==> src/rtl/bp_pkg.sv <==
// Shared helpers for the gshare branch predictor: counter constants, PHT indexing, counter stepping.
package bp_pkg;

  localparam int unsigned PC_W_DEF    = 8;
  localparam int unsigned INDEX_W_DEF = 4;
  localparam int unsigned CTR_W_DEF   = 2;
  localparam int unsigned GHR_W_DEF   = 4;
  localparam int unsigned PERF_W_DEF  = 16;

  // Weakly not-taken starting value for a ctr_w-bit counter.
  function automatic int unsigned ctr_init(input int unsigned ctr_w);
    return (32'd1 << (ctr_w - 32'd1)) - 32'd1;
  endfunction

  // Strongly taken saturation value for a ctr_w-bit counter.
  function automatic int unsigned ctr_max(input int unsigned ctr_w);
    return (32'd1 << ctr_w) - 32'd1;
  endfunction

  // PHT index: low pc bits, optionally XORed with the zero-extended history.
  function automatic int unsigned pht_index(input int unsigned pc, input int unsigned ghr,
                                            input bit gshare, input int unsigned index_w);
    int unsigned mask;
    mask = (32'd1 << index_w) - 32'd1;
    return gshare ? ((pc ^ ghr) & mask) : (pc & mask);
  endfunction

  // One saturating step toward the resolved direction.
  function automatic int unsigned sat_step(input int unsigned ctr, input bit taken,
                                           input int unsigned ctr_w);
    if (taken) return (ctr >= ctr_max(ctr_w)) ? ctr : ctr + 32'd1;
    else       return (ctr == 32'd0) ? ctr : ctr - 32'd1;
  endfunction

endpackage

==> src/rtl/bp_pht.sv <==
// Pattern history table: saturating counters, one async read port, one read-modify-write port.
module bp_pht
  import bp_pkg::*;
#(
  parameter int unsigned INDEX_W = 4,
  parameter int unsigned CTR_W   = 2
) (
  input  logic               clk,
  input  logic               rst,
  input  logic [INDEX_W-1:0] rd_idx,
  output logic [CTR_W-1:0]   rd_ctr,
  input  logic               wr_en,
  input  logic [INDEX_W-1:0] wr_idx,
  input  logic               wr_taken
);

  localparam int unsigned DEPTH = 1 << INDEX_W;
  localparam logic [CTR_W-1:0] CTR_INIT = CTR_W'(ctr_init(CTR_W));

  logic [CTR_W-1:0] ctr_q [DEPTH];

  // Read returns the pre-edge value, so a same-cycle write is not visible.
  assign rd_ctr = ctr_q[rd_idx];

  // Counter storage: reset to weakly not-taken, train toward the resolved outcome.
  always_ff @(posedge clk or negedge rst) begin
    if (!rst) begin
      for (int unsigned i = 0; i < DEPTH; i++) ctr_q[INDEX_W'(i)] <= CTR_INIT;
    end else if (wr_en) begin
      ctr_q[wr_idx] <= CTR_W'(sat_step(32'(ctr_q[wr_idx]), wr_taken, CTR_W));
    end
  end

endmodule

==> src/rtl/branch_predictor_gshare.sv <==
// Fetch-stage gshare/bimodal direction predictor with tagged BTB and decode-stage resolution.
module branch_predictor_gshare
  import bp_pkg::*;
#(
  parameter int unsigned PC_W    = 8,
  parameter int unsigned INDEX_W = 4,
  parameter int unsigned CTR_W   = 2,
  parameter int unsigned GHR_W   = 4,
  parameter bit          GSHARE  = 1'b1,
  parameter int unsigned PERF_W  = 16
) (
  input  logic              clk,
  input  logic              rst,
  input  logic              enable,
  input  logic              stall,
  input  logic              flush,
  input  logic [PC_W-1:0]   pc,
  output logic              pred_taken,
  output logic [PC_W-1:0]   pred_target,
  input  logic              upd_valid,
  input  logic              upd_taken,
  input  logic [PC_W-1:0]   upd_target,
  output logic              mispredict,
  output logic [PC_W-1:0]   corrected_pc,
  output logic [PERF_W-1:0] perf_branches,
  output logic [PERF_W-1:0] perf_mispredicts
);

  localparam int unsigned DEPTH = 1 << INDEX_W;
  localparam int unsigned TAG_W = PC_W - INDEX_W;

  logic [GHR_W-1:0]   ghr_q;
  logic [DEPTH-1:0]   btb_valid_q;
  logic [TAG_W-1:0]   btb_tag_q [DEPTH];
  logic [PC_W-1:0]    btb_tgt_q [DEPTH];

  logic [PC_W-1:0]    pc_d_q;
  logic [INDEX_W-1:0] pht_idx_d_q;
  logic               pred_taken_d_q;
  logic [PC_W-1:0]    pred_target_d_q;

  logic [INDEX_W-1:0] btb_idx;
  logic [INDEX_W-1:0] pht_idx;
  logic [INDEX_W-1:0] upd_btb_idx;
  logic [TAG_W-1:0]   pc_tag;
  logic [CTR_W-1:0]   pht_ctr;
  logic               btb_hit;
  logic               upd_act;

  // Fetch-side lookup.
  assign btb_idx     = pc[INDEX_W-1:0];
  assign pc_tag      = pc[PC_W-1:INDEX_W];
  assign pht_idx     = INDEX_W'(pht_index(32'(pc), 32'(ghr_q), GSHARE, INDEX_W));
  assign btb_hit     = btb_valid_q[btb_idx] && (btb_tag_q[btb_idx] == pc_tag);
  assign pred_taken  = btb_hit && pht_ctr[CTR_W-1];
  assign pred_target = btb_tgt_q[btb_idx];

  // Decode-side resolution against the shadowed prediction.
  assign upd_act      = upd_valid && enable;
  assign upd_btb_idx  = pc_d_q[INDEX_W-1:0];
  assign mispredict   = upd_act && ((pred_taken_d_q != upd_taken) ||
                                    (upd_taken && (pred_target_d_q != upd_target)));
  assign corrected_pc = upd_taken ? upd_target : pc_d_q + PC_W'(1);

  bp_pht #(
    .INDEX_W (INDEX_W),
    .CTR_W   (CTR_W)
  ) u_pht (
    .clk      (clk),
    .rst      (rst),
    .rd_idx   (pht_idx),
    .rd_ctr   (pht_ctr),
    .wr_en    (upd_act),
    .wr_idx   (pht_idx_d_q),
    .wr_taken (upd_taken)
  );

  // BTB allocation on taken outcomes only; not-taken never invalidates.
  always_ff @(posedge clk or negedge rst) begin
    if (!rst) begin
      btb_valid_q <= '0;
      for (int unsigned i = 0; i < DEPTH; i++) begin
        btb_tag_q[INDEX_W'(i)] <= '0;
        btb_tgt_q[INDEX_W'(i)] <= '0;
      end
    end else if (upd_act && upd_taken) begin
      btb_valid_q[upd_btb_idx] <= 1'b1;
      btb_tag_q[upd_btb_idx]   <= pc_d_q[PC_W-1:INDEX_W];
      btb_tgt_q[upd_btb_idx]   <= upd_target;
    end
  end

  // Non-speculative global history, shifted only on resolution.
  always_ff @(posedge clk or negedge rst) begin
    if (!rst) begin
      ghr_q <= '0;
    end else if (upd_act) begin
      ghr_q <= GHR_W'({ghr_q, upd_taken});
    end
  end

  // Decode shadow of the fetch prediction: clear on flush/redirect, load when advancing.
  always_ff @(posedge clk or negedge rst) begin
    if (!rst) begin
      pc_d_q          <= '0;
      pht_idx_d_q     <= '0;
      pred_taken_d_q  <= 1'b0;
      pred_target_d_q <= '0;
    end else if (flush || mispredict) begin
      pc_d_q          <= '0;
      pht_idx_d_q     <= '0;
      pred_taken_d_q  <= 1'b0;
      pred_target_d_q <= '0;
    end else if (enable && !stall) begin
      pc_d_q          <= pc;
      pht_idx_d_q     <= pht_idx;
      pred_taken_d_q  <= pred_taken;
      pred_target_d_q <= pred_target;
    end
  end

  // Saturating performance counters.
  always_ff @(posedge clk or negedge rst) begin
    if (!rst) begin
      perf_branches    <= '0;
      perf_mispredicts <= '0;
    end else if (upd_act) begin
      if (perf_branches != '1) perf_branches <= perf_branches + PERF_W'(1);
      if (mispredict && (perf_mispredicts != '1)) perf_mispredicts <= perf_mispredicts + PERF_W'(1);
    end
  end

endmodule

==> config.mk <==
export PLATFORM = sky130hd
export DESIGN_NAME = branch_predictor_gshare
export DESIGN_NICKNAME = d
export VERILOG_FILES = /design/src/rtl/bp_pkg.sv /design/src/rtl/bp_pht.sv /design/src/rtl/branch_predictor_gshare.sv
export SDC_FILE = /design/constraint.sdc
export NUM_CORES = 1
export LEC_CHECK = 0
export CAP_MARGIN = 30
export CORE_MARGIN = 4
export CORE_UTILIZATION = 40
export CTS_BUF_LIST = sky130_fd_sc_hd__clkbuf_8
export DETAILED_ROUTE_END_ITERATION = 8
export PLACE_DENSITY = 0.67
export REMOVE_ABC_BUFFERS = 1
export SLEW_MARGIN = 20
export SYNTH_ARGS = -nofsm -noshare
export SYNTH_HDL_FRONTEND = slang
export SYNTH_SLANG_ARGS = --single-unit
==> constraint.sdc <==
create_clock -name clk -period 3.9 [get_ports clk]
set_clock_uncertainty 0.05 [all_clocks]
set_input_delay 0.39 -clock clk [delete_from_list [all_inputs] [get_ports clk]]
set_output_delay 0.39 -clock clk [all_outputs]
set_load 0.05 [all_outputs]
==> results of run 1 <==
## cell type report
class | count | area, um^2
Clock inverter | 27 | 113
Timing Repair Buffer | 134 | 1200
Inverter | 9 | 33.8
Multi-Input combinational cell | 602 | 5970
Sequential cell | 297 | 7450
Fill cell | 2987 | 17500
Clock buffer | 65 | 895
Tap cell | 448 | 561
## cells by family after synthesis
logic type	after synthesis	share of synthesized area
flops	297	0.542
mux	286	0.292
simple gates	180	0.0627
buf+inv	79	0.0250
compound gates	75	0.0378
xor+xnor	54	0.0349
fa+ha+maj	7	0.00628
## sequential cells by signal, indices dropped and copies added (netlist names)
register / flops
btb_tag_q: 64
btb_tgt_q: 128
btb_valid_q: 16
ghr_q: 4
pc_d_q: 8
perf_branches: 16
perf_mispredicts: 16
pht_idx_d_q: 4
pred_taken_d_q: 1
pred_target_d_q: 8
u_pht.ctr_q: 32
## final timing paths
path	end	slack (ns)	cells past startpoint
setup / recovery	corrected_pc[7]	0.35	6
setup reg to reg	u_pht.ctr_q[11]	1.06	4
max in group asynchronous	btb_tgt_q[41]	2.43	3
min in group clk	btb_valid_q[3]	0.41	1
hold / removal	perf_branches[9]	0.35	2
hold reg to reg	btb_valid_q[3]	0.41	1
## power groups by stage
| stage | Clock, W | Combinational (W) | Sequential (W) |
|---|---|---|---|
| floorplan | 0 | 0.000582 | 0.00371 |
| global placement | 0 | 0.00119 | 0.00357 |
| detailed placement | 0 | 0.00120 | 0.00358 |
| CTS | 0.00281 | 0.00121 | 0.00353 |
| global route | 0.00295 | 0.00129 | 0.00356 |
| finish | 0.00274 | 0.00119 | 0.00353 |
## synthesized netlist by cell type
library cell / n
nand2b_1: 7
mux2i_1: 14
mux2_2: 202
nand2_1: 77
a31oi_1: 1
dfrtp_1: 281
o22ai_1: 2
a21o_1: 1
nor3_1: 5
and4_1: 2
mux4_1: 5
buf_1: 5
nand3b_1: 2
nor2b_1: 3
clkbuf_1: 41
o31a_1: 2
and2_1: 3
buf_2: 20
nor4_2: 1
xnor2_1: 26
nand4_1: 9
a221oi_1: 2
dfstp_2: 16
mux4_2: 65
xor2_1: 27
inv_1: 9
xor2_2: 1
maj3_2: 1
a21oi_1: 2
nor2_1: 22
nor3b_1: 3
buf_6: 2
nand3_1: 22
o21ai_2: 11
a41oi_1: 2
and3_1: 8
o21ai_0: 32
or2_2: 14
nor4_1: 2
a22o_1: 20
buf_4: 2
ha_1: 6
## critical path, delay by kind of cell (launching register included)
kind	cells	cell delay [ns]
buf+inv	1	0.87
simple gates	3	0.69
compound gates	1	0.33
xor+xnor	1	0.16
flops	1	0.49
## per-stage QoR
stage | util | total power, W | cell area [um^2] | hold slack (ns)
after floorplan | - | 0.00429 | 13400 | 0.0444
after global placement | 0.451 | 0.00476 | 15200 | 0.350
after detailed placement | 0.451 | 0.00478 | 15200 | 0.352
after CTS | 0.481 | 0.00755 | 16200 | 0.346
after global routing | 0.481 | 0.00780 | 16200 | 0.385
final | 0.481 | 0.00746 | 16200 | 0.353
## repair_timing
item | CTS | global route
setup buffers | 0 | 0
endpoints found under the hold margin | 54 | 0
setup endpoints to repair | 0 | 0
hold buffers | 1 | 0
gates resized for setup | 0 | 0
## metal layers
metal / vias up / share of wire / global-route usage
li1: 3786 / - / -
met1: 4435 / 0.46 / 0.253
met2: 182 / 0.47 / 0.278
met3: 34 / 0.047 / 0.0369
met4: 2 / 0.016 / 0.0409
met5: - / 0.00040 / 0
==> flow_summary.json, run 1 <==
{
  "die_w_um": 193,
  "grt_pass1_vias": 9054,
  "setup_viol": 0,
  "root_buffer": "clkbuf_8",
  "final_common_cell": "dfrtp_1",
  "drt_iter0_markers": 487,
  "critPathCaptureType": "output pin",
  "critPathMaxFanout": 8,
  "period_needed_ns": 3.55,
  "finalSetupTns_ns": 0,
  "cts.clk_slew.worst_paths_ns": 0.06,
  "crit_slowest_cell": "clkdlybuf4s50_1",
  "core_area_mm2": 0.0337,
  "ant_nets": 0,
  "crit_start": "pc_d_q[2]",
  "hp-class": "input port to async pin",
  "fin_crit_sh": 0.911,
  "viasPerCell": 5.33,
  "final_max_slew_viol_count": 0,
  "p_int_w": 0.00534,
  "vias": 8439,
  "detailed_place_hpwl_um": 21900,
  "syn-mean-instance-area_um2": 14.1,
  "leakagePower_nw": 7.56,
  "max-slew-margin-rel": 0.502,
  "h-tree-depth": 2,
  "powerDensity_mw_per_mm2": 460,
  "worst_pin_slew_ns": 0.745,
  "rsz0062_at_grt": "no",
  "ir_worst_vdd_mv": 0.259,
  "grt_pass1_wl_um": 52600,
  "max_stage_delay_ns": 0.87,
  "gp_congestion": 0.819,
  "reg2reg_from": "pht_idx_d_q[0]",
  "die_area_mm2": 0.0374,
  "insertion_delay_ns": 0.57,
  "stdcell_count": 1582,
  "grt_max_degree": 110,
  "ys_ff_latch": 297,
  "numPlacedInstances": 1488,
  "cts_made_buffers": 50,
  "p_sw_frac": 0.285,
  "syn_inst": 978,
  "cts_max_path_buffers": 3,
  "die_y_um": 193,
  "cts_tree": "built",
  "cp.required_ns": 3.46,
  "initial_core_util": 0.408,
  "io_pins": 73,
  "hold_violations": 0,
  "antenna_found_initial": 1,
  "pwr-share-comb": 0.160,
  "synth_top_cell_by_area": "dfrtp_1",
  "grt_use_total": 0.176,
  "num_rows": 67,
  "fin_ws_ns": 0.347,
  "drc_errors": 0,
  "overflow": 0,
  "synthDistinctLibCells": 42,
  "synthToLayoutAreaGrowth_pct": 17.9,
  "yosysSeqAreaShare": 0.542,
  "start_kind": "flip-flop",
  "power_frac_seq": 0.473,
  "synth_area_mm2": 0.0138,
  "p_sw_w": 0.00212,
  "diodes": 0,
  "synth_top_area_frac": 0.511,
  "wl_per_cell_um": 20.7,
  "crit_arrival_ns": 3.11,
  "p_clk_frac": 0.368,
  "cap_violations": 0,
  "path_class": "flip-flop to output pin",
  "clock.fmax_mhz": 281,
  "dp_slack_ns": 0.492,
  "cts_sinks": 297,
  "fin_nets": 1123,
  "ys.warnings.count": 0,
  "status": "finished clean",
  "portBuffers": 72,
  "crit_path_cell_trace": "and2_1 > nand4_1 > or2_2 > xor2_1 > o21ai_0 > clkdlybuf4s50_1",
  "wl_um": 32700,
  "synth.top_cells.by_area": "dfrtp_1, mux2_2, mux4_2",
  "drive_above_1_share": 0.401,
  "first_pass_iters": 5,
  "mostFrequentLayoutCells": "dfrtp_1, mux2_2, nand2_1"
}
No activity file was read; power rests on OpenSTA's default activity.
==> run 2, diff against run 1 <==
==> constraint.sdc (replaced) <==
create_clock -name clk -period 4.1 [get_ports clk]
set_clock_uncertainty 0.05 [all_clocks]
set_input_delay 0.41 -clock clk [delete_from_list [all_inputs] [get_ports clk]]
set_output_delay 0.41 -clock clk [all_outputs]
set_load 0.05 [all_outputs]
==> run 2 against run 1 <==
Net effect:
- cell count shrank 0.32%
- combinational power shrank 4%
- power shrank 4.1%
- critical path depth is the same
- routed wire length shrank 0.25%
- count of clock-buffer cells in the layout shrank 1
- utilization grew 0.10 points
- first-iteration DRC count grew 4.1%
- die area is the same
- hold slack gained 0.034 ns
- via count grew 1.1%
- critical path type unchanged
==> flow_summary.json, run 2 (same netlist as run 1, synthesis figures left out) <==
{
  "status": "finished clean",
  "synthToLayoutAreaGrowth_pct": 18.2,
  "post-cts-setup-buffers": 0,
  "largest_reg_flops": 128,
  "die_y_um": 193,
  "hold_violations": 0,
  "detailed_place_hpwl_um": 21600,
  "start_kind": "flip-flop",
  "finalSetupTns_ns": 0,
  "die_w_um": 193,
  "antenna_found_initial": 1,
  "cap_violations": 0,
  "cp.required_ns": 3.64,
  "grt_max_degree": 112,
  "powerDensity_mw_per_mm2": 440,
  "vias": 8534,
  "grt_use_total": 0.175,
  "fin_nets": 1119,
  "overflow": 0,
  "clock.fmax_mhz": 277,
  "grt_pass1_wl_um": 52600,
  "critPathCaptureType": "output pin",
  "p_sw_frac": 0.283,
  "path_class": "flip-flop to output pin",
  "p_clk_frac": 0.372,
  "final_common_cell": "dfrtp_1",
  "grtUsageMet1": 0.248,
  "final_max_slew_viol_count": 0,
  "p_int_w": 0.00513,
  "cts_tree": "built",
  "crit_arrival_ns": 3.15,
  "grt_pass1_vias": 8981,
  "initial_core_util": 0.408,
  "largest_register": "btb_tgt_q",
  "cts_max_path_buffers": 3,
  "power_w": 0.00716,
  "drive_above_1_share": 0.395,
  "drt_iter0_markers": 507,
  "die_area_mm2": 0.0374,
  "power_frac_seq": 0.469,
  "cts.clk_slew.worst_paths_ns": 0.06,
  "setup_viol": 0,
  "cts_made_buffers": 50,
  "drc_errors": 0,
  "whs_ns": 0.387,
  "ir_worst_vdd_mv": 0.393,
  "mostFrequentLayoutCells": "dfrtp_1, mux2_2, nand2_1",
  "reg_top3": "btb_tgt_q: 128 flops, btb_tag_q: 64 flops, u_pht.ctr_q: 32 flops",
  "hp-class": "input port to flip-flop",
  "portBuffers": 72,
  "grt_use_met3": 0.0370,
  "viasPerCell": 5.41,
  "period_needed_ns": 3.61,
  "stdcell_count": 1577,
  "fin_crit_sh": 0.880,
  "grtUsageMet2": 0.278,
  "p_sw_w": 0.00203,
  "wl_um": 32600,
  "worst_pin_slew_ns": 0.864,
  "critPathMaxFanout": 8,
  "max-slew-margin-rel": 0.418,
  "top_usage_layer": "met2",
  "rsz0062_at_grt": "no",
  "num_rows": 67,
  "cts_sinks": 297,
  "h-tree-depth": 2,
  "gp_congestion": 0.850,
  "numPlacedInstances": 1485,
  "wl_per_cell_um": 20.7,
  "diodes": 0,
  "core_area_mm2": 0.0337,
  "first_pass_iters": 5,
  "leakagePower_nw": 7.54,
  "ant_nets": 0,
  "insertion_delay_ns": 0.58,
  "pwr-share-comb": 0.159,
  "root_buffer": "clkbuf_8",
  "io_pins": 73
}
==> run 2: changes by cell type in the layout (fill, tap and decap cells not counted) <==
cell             change
bufinv_16            +1
clkbuf_2             -1
clkbuf_8             -1
clkdlybuf4s50_1      +7
clkinv_2             +1
inv_1                -3
inv_6                +1
buf_4               -12
buf_12               +2
==> run 2: path summary, 6_finish.rpt <==
check / from / to / slack, ns / cells after the start
worst min-delay path: pc[1] / pc_d_q[1] / 0.39 / 3
min in group asynchronous: rst / perf_branches[10] / 0.41 / 2
max in group asynchronous: rst / btb_tgt_q[31] / 2.53 / 3
worst max register to register: pht_idx_d_q[0] / u_pht.ctr_q[25] / 1.21 / 4
worst max-delay path: pc_d_q[2] / corrected_pc[7] / 0.49 / 6
worst min register to register: btb_valid_q[0] / btb_valid_q[0] / 0.41 / 1
==> run 2: critical path, cell delays in order, from the launching register on <==
cell             delay (ns)
dfrtp_1                0.48
and2_1                 0.20
nand4_1                0.14
or2_2                  0.33
xor2_1                 0.16
o21ai_0                0.35
clkdlybuf4s50_1        0.89
==> run 2: stage by stage <==
stage / setup slack (ns) / utilization / instance area [um^2]
2_1_floorplan: 0.759 / - / 13400
3_3_place_gp: 0.716 / 0.452 / 15200
3_5_place_dp: 0.705 / 0.452 / 15200
4_1_cts: 0.440 / 0.482 / 16300
5_1_grt: 0.290 / 0.482 / 16300
6_report: 0.490 / 0.482 / 16300
==> run 2: layout make-up <==
| cell class | instances | area, um^2 |
|---|---|---|
| Clock buffer | 64 | 881 |
| Sequential cell | 297 | 7450 |
| Tap cell | 448 | 561 |
| Inverter | 9 | 33.8 |
| Multi-Input combinational cell | 602 | 5970 |
| Clock inverter | 27 | 145 |
| Timing Repair Buffer | 130 | 1220 |
| Fill cell | 3011 | 17400 |
==> run 2: power by group through the flow <==
stage | sequential (W) | combinational [W] | clock, W
after CTS | 0.00336 | 0.00115 | 0.00274
after global routing | 0.00339 | 0.00123 | 0.00288
after floorplan | 0.00353 | 0.000553 | 0
after global placement | 0.00340 | 0.00113 | 0
after detailed placement | 0.00341 | 0.00115 | 0
final | 0.00336 | 0.00114 | 0.00266
==> run 2: timing repair <==
| item | in CTS | in global routing |
|---|---|---|
| endpoints found under the setup margin | 0 | 0 |
| hold buffers | 1 | 0 |
| endpoints found under the hold margin | 100 | 0 |
| gates resized for setup | 0 | 0 |
==> run 2: per-layer routing <==
| metal | wire (um) | share of wire |
|---|---|---|
| met5 | 13 | 0.00040 |
| met4 | 656 | 0.020 |
| met3 | 1730 | 0.053 |
| met2 | 15200 | 0.47 |
| met1 | 15000 | 0.46 |
==> run 3, diff against run 2 <==
--- a/config.mk
+++ b/config.mk
@@ -10,6 +10,7 @@
 export CORE_UTILIZATION = 40
 export CTS_BUF_LIST = sky130_fd_sc_hd__clkbuf_8
 export DETAILED_ROUTE_END_ITERATION = 8
+export GPL_ROUTABILITY_DRIVEN = 0
 export PLACE_DENSITY = 0.67
 export REMOVE_ABC_BUFFERS = 1
 export SLEW_MARGIN = 20
==> results of run 3 <==
Same layout as run 2: the final DEF is identical, and so are final timing and power.
